### src/rtl/trace_window_ctrl.sv
// trace_window_ctrl
//   Generates the enable for the JSONL trace logger so that only a chosen
//   slice of execution is dumped. When armed, the block opens a capture window
//   when a WB-stage retirement matches cfg_start_pc. The window closes on a
//   stop-PC retirement, when the traced-cycle budget runs out, or on abort.
//
//   Optional feature macro: TRACE_WINDOW_DECIM_EN
//     When defined, only 1 of every cfg_decim+1 CAPTURE cycles is traced, and
//     the budget counts traced cycles only. When undefined, cfg_decim is
//     ignored and every CAPTURE cycle is traced.
//
// Ports
//   clk, rst_n          clock, asynchronous active-low reset
//   arm, abort          single-cycle control pulses
//   cfg_*               window configuration; sampled live, not latched
//   commit_valid/pc     WB-stage retirement
//   trace_en            registered enable to the trace logger
//   state               IDLE=0 ARMED=1 CAPTURE=2 DONE=3
//   captured_cycles     cycles with trace_en=1 since the last arm (saturating)
//   done                high while in DONE
module trace_window_ctrl #(
    parameter int CNT_W   = 32,
    parameter int DECIM_W = 8
) (
    input  logic               clk,
    input  logic               rst_n,
    input  logic               arm,
    input  logic               abort,
    input  logic [31:0]        cfg_start_pc,
    input  logic [31:0]        cfg_stop_pc,
    input  logic               cfg_use_stop_pc,
    input  logic [CNT_W-1:0]   cfg_max_cycles,
    input  logic [DECIM_W-1:0] cfg_decim,
    input  logic               commit_valid,
    input  logic [31:0]        commit_pc,
    output logic               trace_en,
    output logic [1:0]         state,
    output logic [CNT_W-1:0]   captured_cycles,
    output logic               done
);

    typedef enum logic [1:0] {
        IDLE    = 2'd0,
        ARMED   = 2'd1,
        CAPTURE = 2'd2,
        DONE    = 2'd3
    } state_t;

    state_t st;

    logic start_hit, stop_hit, budget_hit;

    assign start_hit = commit_valid && (commit_pc == cfg_start_pc);
    assign stop_hit  = cfg_use_stop_pc && commit_valid && (commit_pc == cfg_stop_pc);
    // The current traced cycle is the last one the budget allows. A saturated
    // counter wraps to 0 here, which can never equal a non-zero budget.
    assign budget_hit = trace_en && (cfg_max_cycles != '0) &&
                        ((captured_cycles + CNT_W'(1)) == cfg_max_cycles);

`ifdef TRACE_WINDOW_DECIM_EN
    logic [DECIM_W-1:0] phase;
    logic [DECIM_W-1:0] phase_nxt;
    assign phase_nxt = (phase == cfg_decim) ? '0 : phase + DECIM_W'(1);
`else
    logic unused_decim;
    assign unused_decim = ^cfg_decim;
`endif

    assign state = st;

    always_ff @(posedge clk or negedge rst_n) begin
        if (!rst_n) begin
            st              <= IDLE;
            trace_en        <= 1'b0;
            captured_cycles <= '0;
            done            <= 1'b0;
`ifdef TRACE_WINDOW_DECIM_EN
            phase           <= '0;
`endif
        end else begin
            // Count this cycle if it was traced; arm below overrides with a
            // clear, but trace_en is never 1 in the states that accept arm.
            if (trace_en && (captured_cycles != '1))
                captured_cycles <= captured_cycles + CNT_W'(1);

            if (abort) begin
                st       <= IDLE;
                trace_en <= 1'b0;
                done     <= 1'b0;
`ifdef TRACE_WINDOW_DECIM_EN
                phase    <= '0;
`endif
            end else begin
                case (st)
                    IDLE: begin
                        if (arm) begin
                            st              <= ARMED;
                            captured_cycles <= '0;
                        end
                    end
                    ARMED: begin
                        // Stop PC is deliberately not checked before the window opens.
                        if (start_hit) begin
                            st       <= CAPTURE;
                            trace_en <= 1'b1;
`ifdef TRACE_WINDOW_DECIM_EN
                            phase    <= '0;
`endif
                        end
                    end
                    CAPTURE: begin
                        if (stop_hit || budget_hit) begin
                            st       <= DONE;
                            trace_en <= 1'b0;
                            done     <= 1'b1;
                        end else begin
`ifdef TRACE_WINDOW_DECIM_EN
                            phase    <= phase_nxt;
                            trace_en <= (phase_nxt == '0);
`else
                            trace_en <= 1'b1;
`endif
                        end
                    end
                    DONE: begin
                        if (arm) begin
                            st              <= ARMED;
                            done            <= 1'b0;
                            captured_cycles <= '0;
                        end
                    end
                    default: st <= IDLE;
                endcase
            end
        end
    end

endmodule

### config.mk
export PLATFORM = sky130hd
export DESIGN_NAME = trace_window_ctrl
export DESIGN_NICKNAME = d
export VERILOG_FILES = /design/src/rtl/trace_window_ctrl.sv
export SDC_FILE = /design/constraint.sdc
export NUM_CORES = 1
export LEC_CHECK = 0
export ABC_AREA = 1
export CAP_MARGIN = 40
export CELL_PAD_IN_SITES_DETAIL_PLACEMENT = 1
export CELL_PAD_IN_SITES_GLOBAL_PLACEMENT = 2
export CORE_MARGIN = 2
export CORE_UTILIZATION = 22
export CTS_BUF_LIST = sky130_fd_sc_hd__clkbuf_4 sky130_fd_sc_hd__clkbuf_8
export CTS_CLUSTER_DIAMETER = 150
export DETAILED_ROUTE_END_ITERATION = 10
export GPL_TIMING_DRIVEN = 0
export PLACE_DENSITY_LB_ADDON = 0.1
export SKIP_LAST_GASP = 1
export SYNTH_ARGS = -nofsm -noshare
export SYNTH_HDL_FRONTEND = slang
export SYNTH_SLANG_ARGS = --single-unit
### constraint.sdc
create_clock -name clk -period 2.5 [get_ports clk]
set_input_delay 0.625 -clock clk [delete_from_list [all_inputs] [get_ports clk]]
set_output_delay 0.625 -clock clk [all_outputs]
set_load 0.01 [all_outputs]
==> impl_results.md, run 1 <==
- Synth Instances: 719
- Post-synth design cell area: 0.004299 sq mm
- Synth area leaders: dfrtp_1 21%, nand2_1 19%, nor2_1 8.5%
- CTS Sinks: 36
- Worst endpoint required time: 2.71 ns
- TritonCTS clock tree: built
- Clock transition at path regs: 0.09 ns
- DRT iter0 DRCs: 198
- Setup Viol. Count Final: 0
- CP Capture Type: flop
- Pleak: 3.030 nW
- Worst-Margin Slew: 0.6556 ns
- Power Internal: 2.828 mW
- Ant diodes: 0
- PortBufs: 168
- Logic pwr share: 0.655
- Worst Path Class, Setup: reg2reg
- Most frequent cells in the layout: 211 x nand2_1, 167 x clkdlybuf4s50_1, 89 x nor2_1
- GP Congestion: 0.8043
- Peak VDD IR: 0.3969 mV
- Max-cap violations: 0
- Vias: 5463
- Routed WL per cell: 17.22 um
- Die height: 143.8 um
- WP buf/inv: 0
- Hpwl dp: 16.78 mm
- Area leader, netlist: dfrtp_1
- Top cell type's share of synthesized area: 0.2095
- Most frequent CP cell: nand2_1
- Antenna Nets Post-Route: 0
- Outcome: completed
- Seq. cell area: 912.1 sq um
- Die ar.: 0.02068 sq mm
- Pre-CTS WS: -0.3369 ns
- Pwr Total: 5.678 mW
- Root Buffer Master: clkbuf_8
- Synthesized netlist net count: 865
- Avg Cell Area, Syn: 5.979 sq um
- R2r startpoint: captured_cycles[13]
- Area occupied by multi-input gates: 0.003161 sq mm
- RSZ-0062 raised after global routing: yes
- Hold Crit Class: in2async
- Final worst-path setup slack: 0.05583 ns
- Pins Over Slew Limit: 0
- Initial antenna violation count: 0
- Net Switching: 2.850 mW
- Total GRT Usage: 0.2029
- Clk_lat worst skew: 0.31 ns
- Drt pass-1 iters: 4
- PD cells: 836.4 mW/mm^2
- Nets: 1064
- TritonCTS buffer count: 5
- Crit-path leading delay family: simple AND/OR/NAND/NOR gates
- Worst path slowest cell: dfrtp_1
- Share of layout cells above drive strength 1: 0.1166
- Layout area overhead: 57.92%
- Worst r2r path cells: 15
- Core area: 0.01933 sq mm
- Sequential fraction of the synthesis area: 0.2095
- Max Clk Rate: 409.1 MHz
- Final worst path period share: 0.9777
- Count of distinct cell types in the synthesized netlist: 37
- Final hold violation count: 0
- Slew headroom: 0.5629
- Clock network power share: 0.089
- Synthesized flop and latch total: 36
- Switching share of power: 0.5019
- Vias in the first global route: 5868
- Fin crit period: 2.444 ns
- Setup crit start kind: flop
- Commonest non-fill, non-tap cell in the layout: nand2_1
- Reg-to-reg slack, setup: 0.06 ns
- Clock Tree Buf Depth: 2
- FILL cells: 2462
- Cells along the critical path: nand2_1, nor2_1, nand2_2, nor2_8, nand2_1, nand3b_1, nand2_1, nor2_1, nand3_2, nor2_4, nand3_4, nand3_4, nand2_2, nand2_1, nand2_1
- DR vias/cell: 4.618
- CP max stage delay: 0.46 ns
- DRC Markers: 0
- Drt total wl: 20.37 mm
- Worst-path maximum fanout: 5
- First-pass GRT wire length: 31.88 mm
- Num ports: 178
- Row cnt: 51
- Pin count of the biggest net entering global routing: 27
- Chip Width: 143.8 um
- Crit path DAT: 2.66 ns
- Remaining Overflow, GRT: 0
- Final Skew: 0.008788 ns
- H-tree levels: 2
- Initial Utilization: 0.2224
- Yosys Warn Count: 0
- Sequential power share: 0.256
- Worst r2r dst: state[1]
## synthesized netlist by cell type (all sizes together)
cell       n
nor4       4
buf        6
o22ai     27
xor2      19
o21bai     1
nand4      6
clkbuf     6
dfrtp     36
nand3b     7
a211oi    15
or2        3
a21oi     32
nand3     69
ha         4
a21boi     2
nor3       5
xnor3      3
nand2    232
and2       1
nor2     109
a2111oi    1
o211ai     2
xnor2     18
o21ai     14
o2111ai    1
inv       93
xor3       1
a22o       2
## state kept, by name, summed over array words and instances, names as in the netlist
| name | cells |
|---|---|
| captured_cycles | 32 |
| trace_en | 1 |
| state | 2 |
| done | 1 |
## layer usage
metal  wire length [um]  track usage  vias up
met3                682      0.02166       15
met2              10370       0.3644       97
met1               9102       0.2635     2615
met5                  0            0        -
met4                215      0.03870        0
li1                   -            -     2736
## area by class of cell
type	count	area share
Multi-Input combinational cell	579	0.4655
Timing Repair Buffer	191	0.2777
Sequential cell	36	0.1344
Inverter	93	0.05142
Tap cell	265	0.04884
Clock buffer	7	0.01419
Buffer	12	0.007925
## kinds of logic after synthesis
family                   after synthesis  share of synthesized area
AO/OA/AOI/OAI                         97                     0.1359
XOR/XNOR                              41                    0.09662
adder cells (fa/ha/maj)                4                    0.01164
buffers and inverters                105                    0.09255
flip-flops                            36                     0.2095
AND/OR/NAND/NOR                      436                     0.4537
## repair_timing
action / 4_1_cts / 5_1_grt
pin swaps: 5 / 21
setup buffers: 13 / 8
cloned: 1 / 0
resized for setup: 11 / 43
setup endpoints to repair: 18 / 20
endpoints found under the hold margin: 0 / 0
hold buffers: 0 / 0
## worst max path at each step
stage,slack (ns),endpoint,start,cells past startpoint
floorplan,0.39,state[0],captured_cycles[0],16
global placement,-0.53,captured_cycles[4],rst_n,1
global route,-0.12,state[0],captured_cycles[1],19
detailed placement,-0.34,state[1],commit_pc[29],12
CTS,0.002,state[1],captured_cycles[0],17
finish,0.06,state[1],captured_cycles[13],15
## power groups by stage
stage	clock (mW)	combinational, mW	sequential [mW]
final	0.507	3.72	1.45
after global routing	0.548	4.13	1.53
after CTS	0.525	3.64	1.43
after detailed placement	0	3.51	1.44
after global placement	0	3.40	1.42
after floorplan	0	1.88	1.41
## worst register-to-register path, stage by stage, from the launching register on
cell	delay, ns
dfrtp_1	0.46
nand2_1	0.13
nor2_1	0.25
nand2_2	0.19
nor2_8	0.22
nand2_1	0.09
nand3b_1	0.09
nand2_1	0.12
nor2_1	0.17
nand3_2	0.10
nor2_4	0.15
nand3_4	0.11
nand3_4	0.10
nand2_2	0.06
nand2_1	0.06
nand2_1	0.05
## stage by stage
stage	cells	utilization	cell area (sq um)	hold WS (ns)	TNS (ns)
finish	1183	0.3511	6789	0.1982	0
floorplan	719	-	4299	0.3294	0
global route	1183	0.3511	6789	0.2090	-0.4192
detailed placement	1154	0.3278	6339	0.4766	-1.989
CTS	1175	0.3418	6609	0.2026	0
global placement	1152	0.3265	6312	0.4588	-21.06
Note: power is estimated with default switching activity, not from simulation.
==> inputs of run 2 (changes only) <==
Settings changed: CORE_UTILIZATION 22 to 28, DONT_BUFFER_PORTS from default to 1, HOLD_SLACK_MARGIN from default to 0.05.
==> run 2 against run 1 <==
  * The run now ends with setup timing left
  * Via count down 12%
  * Die area fell by 21%
  * Fmax decreased by 2.9%
  * Combinational power shrank 28%
  * Sequential power grew 14%
  * Non-clock buffer count is 176 lower
  * Clock power is essentially flat
  * Register-to-register slack got worse by 0.07 ns
==> impl_results.md, run 2 (synthesis gave the netlist of run 1 again) <==
- Outcome: complete, but fails checks
- Violated checks: setup timing
- Final Skew: 0.01539 ns (+0.006598 ns)
- Routed WL per cell: 19.03 um (+11%)
- Pwr Total: 4.847 mW (-15%)
- Die ar.: 0.01636 sq mm (-21%)
- Clk_lat worst skew: 0.31 ns (about the same)
- Commonest non-fill, non-tap cell in the layout: nand2_1
- DRT iter0 DRCs: 202 (+2.0%)
- Most frequent CP cell: nand2_1
- Peak VDD IR: 0.5611 mV (+41%)
- Switching share of power: 0.5524 (+0.05052)
- Final worst-path setup slack: -0.01692 ns (-0.07275 ns)
- Share of layout cells above drive strength 1: 0.1427 (+0.02611)
- Power Internal: 2.170 mW (-23%)
- Pleak: 2.335 nW (-23%)
- CTS Sinks: 36 (unchanged)
- Worst endpoint required time: 2.69 ns (-0.02 ns)
- Antenna Nets Post-Route: 0 (unchanged)
- Pins Over Slew Limit: 0 (unchanged)
- Root Buffer Master: clkbuf_8
- Num ports: 178 (unchanged)
- Crit. path cell count: 17 (+2)
- Max-cap violations: 0 (unchanged)
- DR vias/cell: 5.164 (+12%)
- Worst r2r path cells: 17 (+2)
- Drt pass-1 iters: 4 (unchanged)
- Max Clk Rate: 397.3 MHz (-2.9%)
- Vias in the first global route: 5134 (-13%)
- Cell area after placement: 0.004534 sq mm (-28%)
- Setup Viol. Count Final: 1 (+1)
- CP max stage delay: 0.47 ns (about the same)
- Max reg flops: 32 (unchanged)
- TritonCTS buffer count: 5 (unchanged)
- Crit path DAT: 2.71 ns (+0.05 ns)
- Nets: 888 (-17%)
- CP Capture Type: flop
- Cells along the critical path: ha_4, nand2_4, nor2_8, nand2_4, nor2_4, buf_12, nand3_4, nand3b_1, nand2_1, nor2_2, nand2_1, nor2_2, nand3_2, nand3_4, nand2_2, nand2_1, nand2_1
- Initial Utilization: 0.2849 (+0.06256)
- Hpwl dp: 14.21 mm (-15%)
- PortBufs: 0 (-100%)
- Ant diodes: 0 (unchanged)
- Worst path slowest cell: dfrtp_2
- Top reg by flops: captured_cycles
- Crit-path leading delay family: simple AND/OR/NAND/NOR gates
- Most frequent cells in the layout: 214 x nand2_1, 89 x inv_1, 88 x nor2_1
- Logic pwr share: 0.552 (-0.103)
- GP Congestion: 0.8124 (+1.0%)
- Worst-path maximum fanout: 6 (+1)
- RSZ-0062 raised after global routing: yes
- R2r startpoint: captured_cycles[0]
- Slew headroom: 0.4565 (-0.1065)
- Clock network power share: 0.105 (+0.016)
- Chip Width: 127.9 um (-11%)
- PD cells: 978.8 mW/mm^2 (+17%)
- H-tree levels: 2 (unchanged)
- Net Switching: 2.678 mW (-6.0%)
- DRC Markers: 0 (unchanged)
- Sequential power share: 0.343 (+0.087)
- Fin crit period: 2.517 ns (+0.07275 ns)
- Pin count of the biggest net entering global routing: 37 (+37%)
- Drt total wl: 17.71 mm (-13%)
- Core area: 0.01509 sq mm (-22%)
- Total GRT Usage: 0.2169 (+0.01398)
- Hold Crit Class: in2async
- Worst-Margin Slew: 0.8153 ns (+0.1597 ns)
- Die height: 127.9 um (-11%)
- Setup crit start: captured_cycles[0]
- Post-route cell area: 0.004952 sq mm (-27%)
- Clock transition at path regs: 0.10 ns (about the same)
- Worst Path Class, Setup: reg2reg
- Setup crit start kind: flop
- WP buf/inv: 1 (+1)
- Layout area overhead: 15.19%
- Vias: 4808 (-12%)
- First-pass GRT wire length: 27.45 mm (-14%)
- Final hold violation count: 0 (unchanged)
- TritonCTS clock tree: built
- Clock Tree Buf Depth: 2 (unchanged)
- Remaining Overflow, GRT: 0 (unchanged)
- Row cnt: 45 (-12%)
- Initial antenna violation count: 0 (unchanged)
- Final worst path period share: 1.007 (+0.02910)
==> run 2: changes by cell type in the layout (fill, tap and decap cells not counted), sizes merged <==
| cell | change |
|---|---|
| clkdlybuf4s50 | -167 |
| buf | -9 |
| clkbuf | +1 |
==> run 2: through the flow <==
step / hold slack [ns] / std cells / TNS [ns] / setup slack (ns) / util
after CTS: 0.1565 / 926 / -0.01239 / -0.01239 / 0.3207
after floorplan: 0.3294 / 719 / 0 / 0.3867 / -
after global placement: 0.3307 / 907 / -1.867 / -0.2127 / 0.3005
after global routing: 0.1561 / 931 / -0.6582 / -0.1855 / 0.3282
final: 0.1476 / 931 / -0.01692 / -0.01692 / 0.3282
after detailed placement: 0.3305 / 907 / -2.551 / -0.2399 / 0.3005
==> run 2: routing by layer <==
layer | wire [um] | track usage | vias to the layer above | part of all wire
li1 | - | - | 2378 | -
met1 | 7898 | 0.2800 | 2328 | 0.45
met2 | 8751 | 0.3781 | 88 | 0.49
met3 | 850 | 0.04424 | 14 | 0.048
met4 | 212 | 0.03943 | 0 | 0.012
met5 | 0 | 0 | - | 0
==> run 2: power groups by stage <==
stage | combinational (mW) | sequential (mW) | clock (mW)
2_1_floorplan | 1.88 | 1.41 | 0
3_3_place_gp | 2.39 | 1.62 | 0
3_5_place_dp | 2.47 | 1.64 | 0
4_1_cts | 2.62 | 1.67 | 0.518
5_1_grt | 3.03 | 1.75 | 0.539
6_report | 2.67 | 1.66 | 0.509
==> run 2: worst paths after layout <==
path | to | slack (ns)
hold reg to reg | done | 0.55
max in group asynchronous | captured_cycles[6] | 2.11
setup reg to reg | state[1] | -0.02
setup / recovery | state[1] | -0.02
hold / removal | captured_cycles[20] | 0.15
min in group clk | done | 0.55
==> run 2: timing repair <==
action | 4_1_cts | 5_1_grt
cloned | 1 | 0
pin swaps | 9 | 14
setup endpoints to repair | 30 | 17
endpoints found under the hold margin | 36 | 0
resized for setup | 33 | 24
hold buffers | 1 | 0
buffers inserted | 9 | 6
==> run 2: area by class of cell <==
class / count / area, sq um
fillers: 2002 / 10140
multi-input cells: 579 / 3144
flip-flops and latches: 36 / 924.6
inverters: 93 / 349.1
well taps: 188 / 235.2
repair buffers: 15 / 148.9
clock buffers: 8 / 97.59
plain buffers: 12 / 52.55
==> inputs of run 3 (changes only) <==
Settings changed: CORE_MARGIN 2 to 4, REMOVE_ABC_BUFFERS from default to 1.
==> run 3 against run 2 <==
  * The run now ends clean
  * Sequential cell count stayed put
  * Utilization is 1.1 points higher
  * Setup slack better by 0.057 ns
  * Power is 4.6% higher
  * Design area is 3.7% higher
  * Register-to-register slack better by 0.06 ns
  * Clock power hardly changed
  * Highest routed layer unchanged
==> impl_results.md, run 3 (synthesis gave the netlist of run 1 again) <==
- Outcome: completed
- Setup Viol. Count Final: 0 (-1)
- Final Skew: 0.01103 ns (-0.004355 ns)
- Worst-path maximum fanout: 5 (-1)
- Max Clk Rate: 406.5 MHz (+2.3%)
- Share of layout cells above drive strength 1: 0.1906 (+0.04794)
- Pleak: 2.373 nW (+1.6%)
- GR Layer Usage met3: 0.05420 (+0.009958)
- Final worst path period share: 0.9839 (-0.02282)
- Clk_lat worst skew: 0.31 ns (about the same)
- Slew headroom: 0.6317 (+0.1753)
- Antenna Nets Post-Route: 0 (unchanged)
- Logic pwr share: 0.568 (+0.016)
- R2r startpoint: captured_cycles[0]
- Clock transition at path regs: 0.09 ns (about the same)
- Pin count of the biggest net entering global routing: 37 (unchanged)
- H-tree levels: 2 (unchanged)
- Root Buffer Master: clkbuf_8
- Pre-CTS WS: -0.6521 ns (-0.4121 ns)
- Worst Path Class, Setup: reg2reg
- Clock Tree Buf Depth: 2 (unchanged)
- Max reg flops: 32 (unchanged)
- Net Switching: 2.709 mW (+1.1%)
- Drt pass-1 iters: 4 (unchanged)
- Ant diodes: 0 (unchanged)
- Row cnt: 45 (unchanged)
- Peak VDD IR: 0.4185 mV (-25%)
- Power Internal: 2.361 mW (+8.8%)
- Num ports: 178 (unchanged)
- Hold Crit Class: in2async
- CTS Sinks: 36 (unchanged)
- FILL cells: 1972 (-1.5%)
- Worst endpoint required time: 2.70 ns (about the same)
- Layout area overhead: 19.44%
- Global route hottest layer: met2
- Chip Width: 131.9 um (+3.1%)
- Die height: 131.9 um (+3.1%)
- Setup crit start kind: flop
- Fin crit period: 2.460 ns (-0.05705 ns)
- Max-cap violations: 0 (unchanged)
- CP Capture Type: flop
- Pins Over Slew Limit: 0 (unchanged)
- Hpwl dp: 14.36 mm (+1.1%)
- Final hold violation count: 0 (unchanged)
- Most frequent cells in the layout: 204 x nand2_1, 87 x inv_1, 84 x nor2_1
- Pwr Total: 5.069 mW (+4.6%)
- Core area: 0.01515 sq mm (+0.37%)
- DR vias/cell: 5.151 (-0.26%)
- Sequential power share: 0.332 (-0.011)
- Die ar.: 0.01740 sq mm (+6.4%)
- Worst-Margin Slew: 0.5474 ns (-0.2679 ns)
- Final worst-path setup slack: 0.04013 ns (+0.05705 ns)
- Vias in the first global route: 5138 (+0.078%)
- TritonCTS buffer count: 5 (unchanged)
- Crit path DAT: 2.66 ns (-0.05 ns)
- Met1 global-route usage: 0.2584 (-0.02153)
- PortBufs: 0 (unchanged)
- Area occupied by multi-input gates: 0.003226 sq mm (+2.6%)
- Drt total wl: 17.97 mm (+1.4%)
- Routed WL per cell: 19.26 um (+1.2%)
- First-pass GRT wire length: 28.21 mm (+2.8%)
- Switching share of power: 0.5343 (-0.01814)
- Commonest non-fill, non-tap cell in the layout: nand2_1
- Total GRT Usage: 0.2023 (-0.01463)
- Total negative setup slack: 0 ns (+0.01692 ns)
- Initial Utilization: 0.2838 (-0.001059)
- Clock network power share: 0.100 (-0.005)
- TritonCTS clock tree: built
- PD cells: 987.3 mW/mm^2 (+0.86%)
- Initial antenna violation count: 0 (unchanged)
- DRC Markers: 0 (unchanged)
- GR Layer Usage met2: 0.3529 (-0.02520)
- Remaining Overflow, GRT: 0 (unchanged)
- Nets: 890 (+0.23%)
- Top reg by flops: captured_cycles
- Setup crit start: captured_cycles[0]
- Final Util: 0.3390 (+0.01084)
- GP Congestion: 0.8106 (-0.22%)
- Seq. cell area: 932.1 sq um (+0.81%)
- RSZ-0062 raised after global routing: yes
- Vias: 4806 (-0.042%)
- DRT iter0 DRCs: 174 (-14%)
==> run 3: worst paths after layout <==
kind                                       end  slack, ns  depth (start not counted)
setup / recovery                      state[1]       0.04                         17
hold / removal             captured_cycles[14]       0.15                          1
setup reg to reg                      state[1]       0.04                         17
hold reg to reg                           done       0.55                          2
max in group asynchronous   captured_cycles[0]       2.12                          1
min in group clk                      trace_en       0.47                          3
==> run 3: layout make-up <==
| type | count | area share |
|---|---|---|
| multi-input cells | 579 | 0.6282 |
| repair buffers | 29 | 0.05702 |
| well taps | 188 | 0.04581 |
| inverters | 93 | 0.06847 |
| clock buffers | 8 | 0.01901 |
| flip-flops and latches | 36 | 0.1815 |
==> run 3: metal layers <==
layer  vias to the layer above  share of wire  wire length, um
li1                       2382              -                -
met1                      2309           0.43             7725
met2                       110           0.50             8903
met3                         5          0.072             1287
met5                         -              0                0
met4                         0         0.0029               53
==> run 3: power by group through the flow <==
stage                     registers, mW  logic, mW  clock network, mW
after floorplan                    1.41       1.83                  0
final                              1.68       2.88              0.506
after detailed placement           1.65       2.46                  0
after global placement             1.63       2.27                  0
after CTS                          1.68       2.75              0.533
after global routing               1.78       3.25              0.547
==> run 3: repair_timing <==
action / in CTS / in global routing
setup endpoints to repair: 36 / 30
pin swaps: 21 / 26
gates cloned: 1 / 0
buffers inserted: 22 / 4
resized for setup: 42 / 46
hold buffers: 1 / 0
hold endpoints to repair: 36 / 0
==> run 3: worst max-delay path: stages (launching register included) <==
cell     delay (ns)
dfrtp_2        0.47
ha_4           0.18
nand2_4        0.07
nor2_8         0.24
nand2_8        0.12
nor2_4         0.15
buf_6          0.14
nand3_1        0.08
nand3_2        0.09
nand2_1        0.07
nor2_2         0.12
nand2_1        0.07
nor2_2         0.13
nand3_2        0.14
nand3_4        0.12
nand2_2        0.06
nand2_1        0.07
nand2_1        0.05
==> run 3: per-stage QoR <==
stage | cells | cell area, sq um | hold WS, ns
after floorplan | 707 | 4250 | 0.3294
after global placement | 895 | 4486 | 0.3307
after detailed placement | 898 | 4539 | 0.3305
after CTS | 930 | 4971 | 0.1503
after global routing | 933 | 5135 | 0.1576
final | 933 | 5135 | 0.1487
==> patch, RTL diff (settings of run 2) <==
Register the output `captured_cycles` once more, with the module's reset; this adds one clock of latency there. The other outputs are not delayed to match. Comments in the files are not updated.
--- a/src/rtl/trace_window_ctrl.sv
+++ b/src/rtl/trace_window_ctrl.sv
@@ -46,6 +46,8 @@
         DONE    = 2'd3
     } state_t;
 
+    logic [CNT_W-1:0] captured_cycles_s0;
+
     state_t st;
 
     logic start_hit, stop_hit, budget_hit;
@@ -55,7 +57,7 @@
     // The current traced cycle is the last one the budget allows. A saturated
     // counter wraps to 0 here, which can never equal a non-zero budget.
     assign budget_hit = trace_en && (cfg_max_cycles != '0) &&
-                        ((captured_cycles + CNT_W'(1)) == cfg_max_cycles);
+                        ((captured_cycles_s0 + CNT_W'(1)) == cfg_max_cycles);
 
 `ifdef TRACE_WINDOW_DECIM_EN
     logic [DECIM_W-1:0] phase;
@@ -72,7 +74,7 @@
         if (!rst_n) begin
             st              <= IDLE;
             trace_en        <= 1'b0;
-            captured_cycles <= '0;
+            captured_cycles_s0 <= '0;
             done            <= 1'b0;
 `ifdef TRACE_WINDOW_DECIM_EN
             phase           <= '0;
@@ -80,8 +82,8 @@
         end else begin
             // Count this cycle if it was traced; arm below overrides with a
             // clear, but trace_en is never 1 in the states that accept arm.
-            if (trace_en && (captured_cycles != '1))
-                captured_cycles <= captured_cycles + CNT_W'(1);
+            if (trace_en && (captured_cycles_s0 != '1))
+                captured_cycles_s0 <= captured_cycles_s0 + CNT_W'(1);
 
             if (abort) begin
                 st       <= IDLE;
@@ -95,7 +97,7 @@
                     IDLE: begin
                         if (arm) begin
                             st              <= ARMED;
-                            captured_cycles <= '0;
+                            captured_cycles_s0 <= '0;
                         end
                     end
                     ARMED: begin
@@ -126,7 +128,7 @@
                         if (arm) begin
                             st              <= ARMED;
                             done            <= 1'b0;
-                            captured_cycles <= '0;
+                            captured_cycles_s0 <= '0;
                         end
                     end
                     default: st <= IDLE;
@@ -135,5 +137,13 @@
         end
     end
 
+    always_ff @(posedge clk or negedge rst_n) begin
+        if (!rst_n) begin
+            captured_cycles <= '0;
+        end else begin
+            captured_cycles <= captured_cycles_s0;
+        end
+    end
+
 endmodule
 
Formal check against the unedited RTL: not equivalent (Yosys sat finds a counterexample within 4 cycles, from zero or initial values and one cycle with rst_n low).
==> patch against run 2 <==
- synthesized area grew 17%
- critical endpoint unchanged
- cell area grew 20%
- global-route usage shrank 1.4 points
- wire length grew 3.4%
- sequential cell count grew 32
- setup slack gained 100 ps
- worst hold slack lost 13 ps
- total power grew 29%
- non-clock buffer count grew 11
==> patch: results (changes against run 2) <==
startpoint of the most critical setup path: captured_cycles_s0[1]$_DFF_PN0_
most numerous cell types in the synthesized netlist: 217 x nand2_1, 98 x nor2_1, 80 x inv_1
global-route usage over all layers: 0.2024 (-0.01447)
Leakage: 0.002758 uW (+18%)
initial antenna violation count: 0 (unchanged)
Worst-Skew Late Latency: 380 ps (+70 ps)
first-pass GRT wire length: 28.61 mm (+4.2%)
async set or reset register ratio after synthesis: 1.000 (unchanged)
prevailing post-synth register cell: dfrtp_1
top area cells in the synthesized netlist: dfrtp_1 34%, nand2_1 16%, nor2_1 7.3%
Detailed Routing Iterations Pass 1: 4 (unchanged)
largest driver fanout on the critical path: 6 (unchanged)
count of cell types in the netlist: 36 (-2.7%)
buffer cell driving the clock tree root: clkbuf_8
result of the run: completed
initial detailed-routing violation count: 188 (-6.9%)
standard cell with the maximum stage delay on the critical path: dfrtp_1
maximum clock skew at final layout: 14.51 ps (-0.8781 ps)
total number of vias: 4968 (+3.3%)
Detail Placement HPWL: 14.54 mm (+2.3%)
clock transition at the register clock pins on the worst setup and hold paths after CTS: 80 ps (-20 ps)
DP Area: 5298 um2 (+17%)
vias in the first global route: 5305 (+3.3%)
post-synthesis sequential area ratio: 0.3397 (+0.1302)
number of nets at the end of the flow: 920 (+3.6%)
Fillers: 2228 (+11%)
wirelength, routed: 18.32 mm (+3.4%)
depth of the worst register-to-register path: 17 (unchanged)
data arrival time at the worst-slack endpoint: 2680 ps (-30 ps)
Syn Nets: 882 (+2.0%)
IR Drop Worst-Case VDD: 0.0003893 V (-31%)
worst-case register-to-register setup slack: 80 ps (+100 ps)
maximum clock path buffer count: 2 (unchanged)
fraction of layout instances using a drive strength above 1: 0.1528 (+0.01010)
global placer's final weighted congestion: 0.8282 (+1.9%)
TritonCTS buffer count: 9 (+4)
input/output buffers: 0 (unchanged)
Worst slew margin: 0.5279 (+0.07141)
H-tree level count: 3 (+1)
Design Area, Final: 5944 um2 (+20%)
highest cell delay on the worst timing path: 430 ps (-40 ps)
path class of the lowest-slack min-delay path: in -> async
antenna diode count: 0 (unchanged)
maximum number of pins on one net before global-route repair: 69 (+86%)
timing endpoint of the critical path: state[1]$_DFFE_PN0P_
yosys synthesis warning count: 0 (unchanged)
==> patch: cell types whose count changed in the layout (fill, tap and decap cells not counted), sizes merged, moves of 3 or more <==
cell and delta:
nand2 -6, buf +14, nand3 -4, a21oi +3, xnor2 -3, dfrtp +32
inv -8, o21ai +4, nand3b +4
==> patch: layer usage <==
metal / global-route usage / vias up / wire length [um]
met5: 0 / - / 0
met4: 0.05952 / 0 / 400
met3: 0.04268 / 26 / 822
met2: 0.3383 / 92 / 8959
met1: 0.2630 / 2381 / 8139
li1: - / 2469 / -
==> patch: worst min-delay path by stage <==
| stage | to | slack (ps) | cells past startpoint |
|---|---|---|---|
| after floorplan | captured_cycles[0]$_DFF_PN0_ | 330 | 0 |
| after global placement | captured_cycles[28]$_DFF_PN0_ | 330 | 0 |
| after detailed placement | captured_cycles[28]$_DFF_PN0_ | 330 | 0 |
| after CTS | captured_cycles[1]$_DFF_PN0_ | 140 | 1 |
| after global routing | done$_DFFE_PN0P_ | 150 | 1 |
| final | trace_en$_DFFE_PN0P_ | 130 | 1 |
==> patch: layout make-up <==
class,instances,share of cell area
timing repair buffer,27,0.04357
inverter,85,0.05367
tap,225,0.04736
clock inverter,5,0.01410
clock buffer,11,0.02547
sequential,68,0.2888
buffer,11,0.007998
multi-input combinational,572,0.5190
==> patch: metrics by stage <==
stage                     std cells  TNS [ps]  setup WS [ps]  total power (uW)
after global routing           1004    -297.9         -94.03              6843
after CTS                       991         0          4.191              6168
after detailed placement        962     -2169         -230.2              4904
final                          1004         0          84.07              6267
after global placement          961     -1774         -214.1              4829
after floorplan                 736         0          446.4              4080
==> patch: timing repair <==
item / 4_1_cts / 5_1_grt
gates resized for setup: 15 / 41
setup endpoints to repair: 30 / 30
hold endpoints to repair: 68 / 0
setup buffers: 12 / 13
gates cloned: 0 / 0
pin swaps: 6 / 29
hold buffers: 1 / 0
==> patch: logic make-up (layout without fill, tap and decap cells) <==
logic type / count (synthesis) / in the layout / share of synthesized area
AO/OA/AOI/OAI: 104 / 104 / 0.1234
buffers and inverters: 96 / 139 / 0.07295
adder cells (fa/ha/maj): 4 / 4 / 0.009993
flip-flops: 68 / 68 / 0.3397
XOR/XNOR: 38 / 38 / 0.07494
AND/OR/NAND/NOR: 426 / 426 / 0.3790
==> patch: power by group <==
group / internal [uW] / switching, uW / leakage (uW)
Clock: 617 / 481 / 0.000112
Sequential: 1690 / 778 / 0.000804
Combinational: 1020 / 1680 / 0.00184
==> patch: critical path, delay by kind of cell (launching register included) <==
family / cells / cell delay (ps)
AND/OR/NAND/NOR: 14 / 1380
flip-flops: 1 / 430
adder cells (fa/ha/maj): 1 / 180
AO/OA/AOI/OAI: 1 / 160
buffers and inverters: 1 / 140
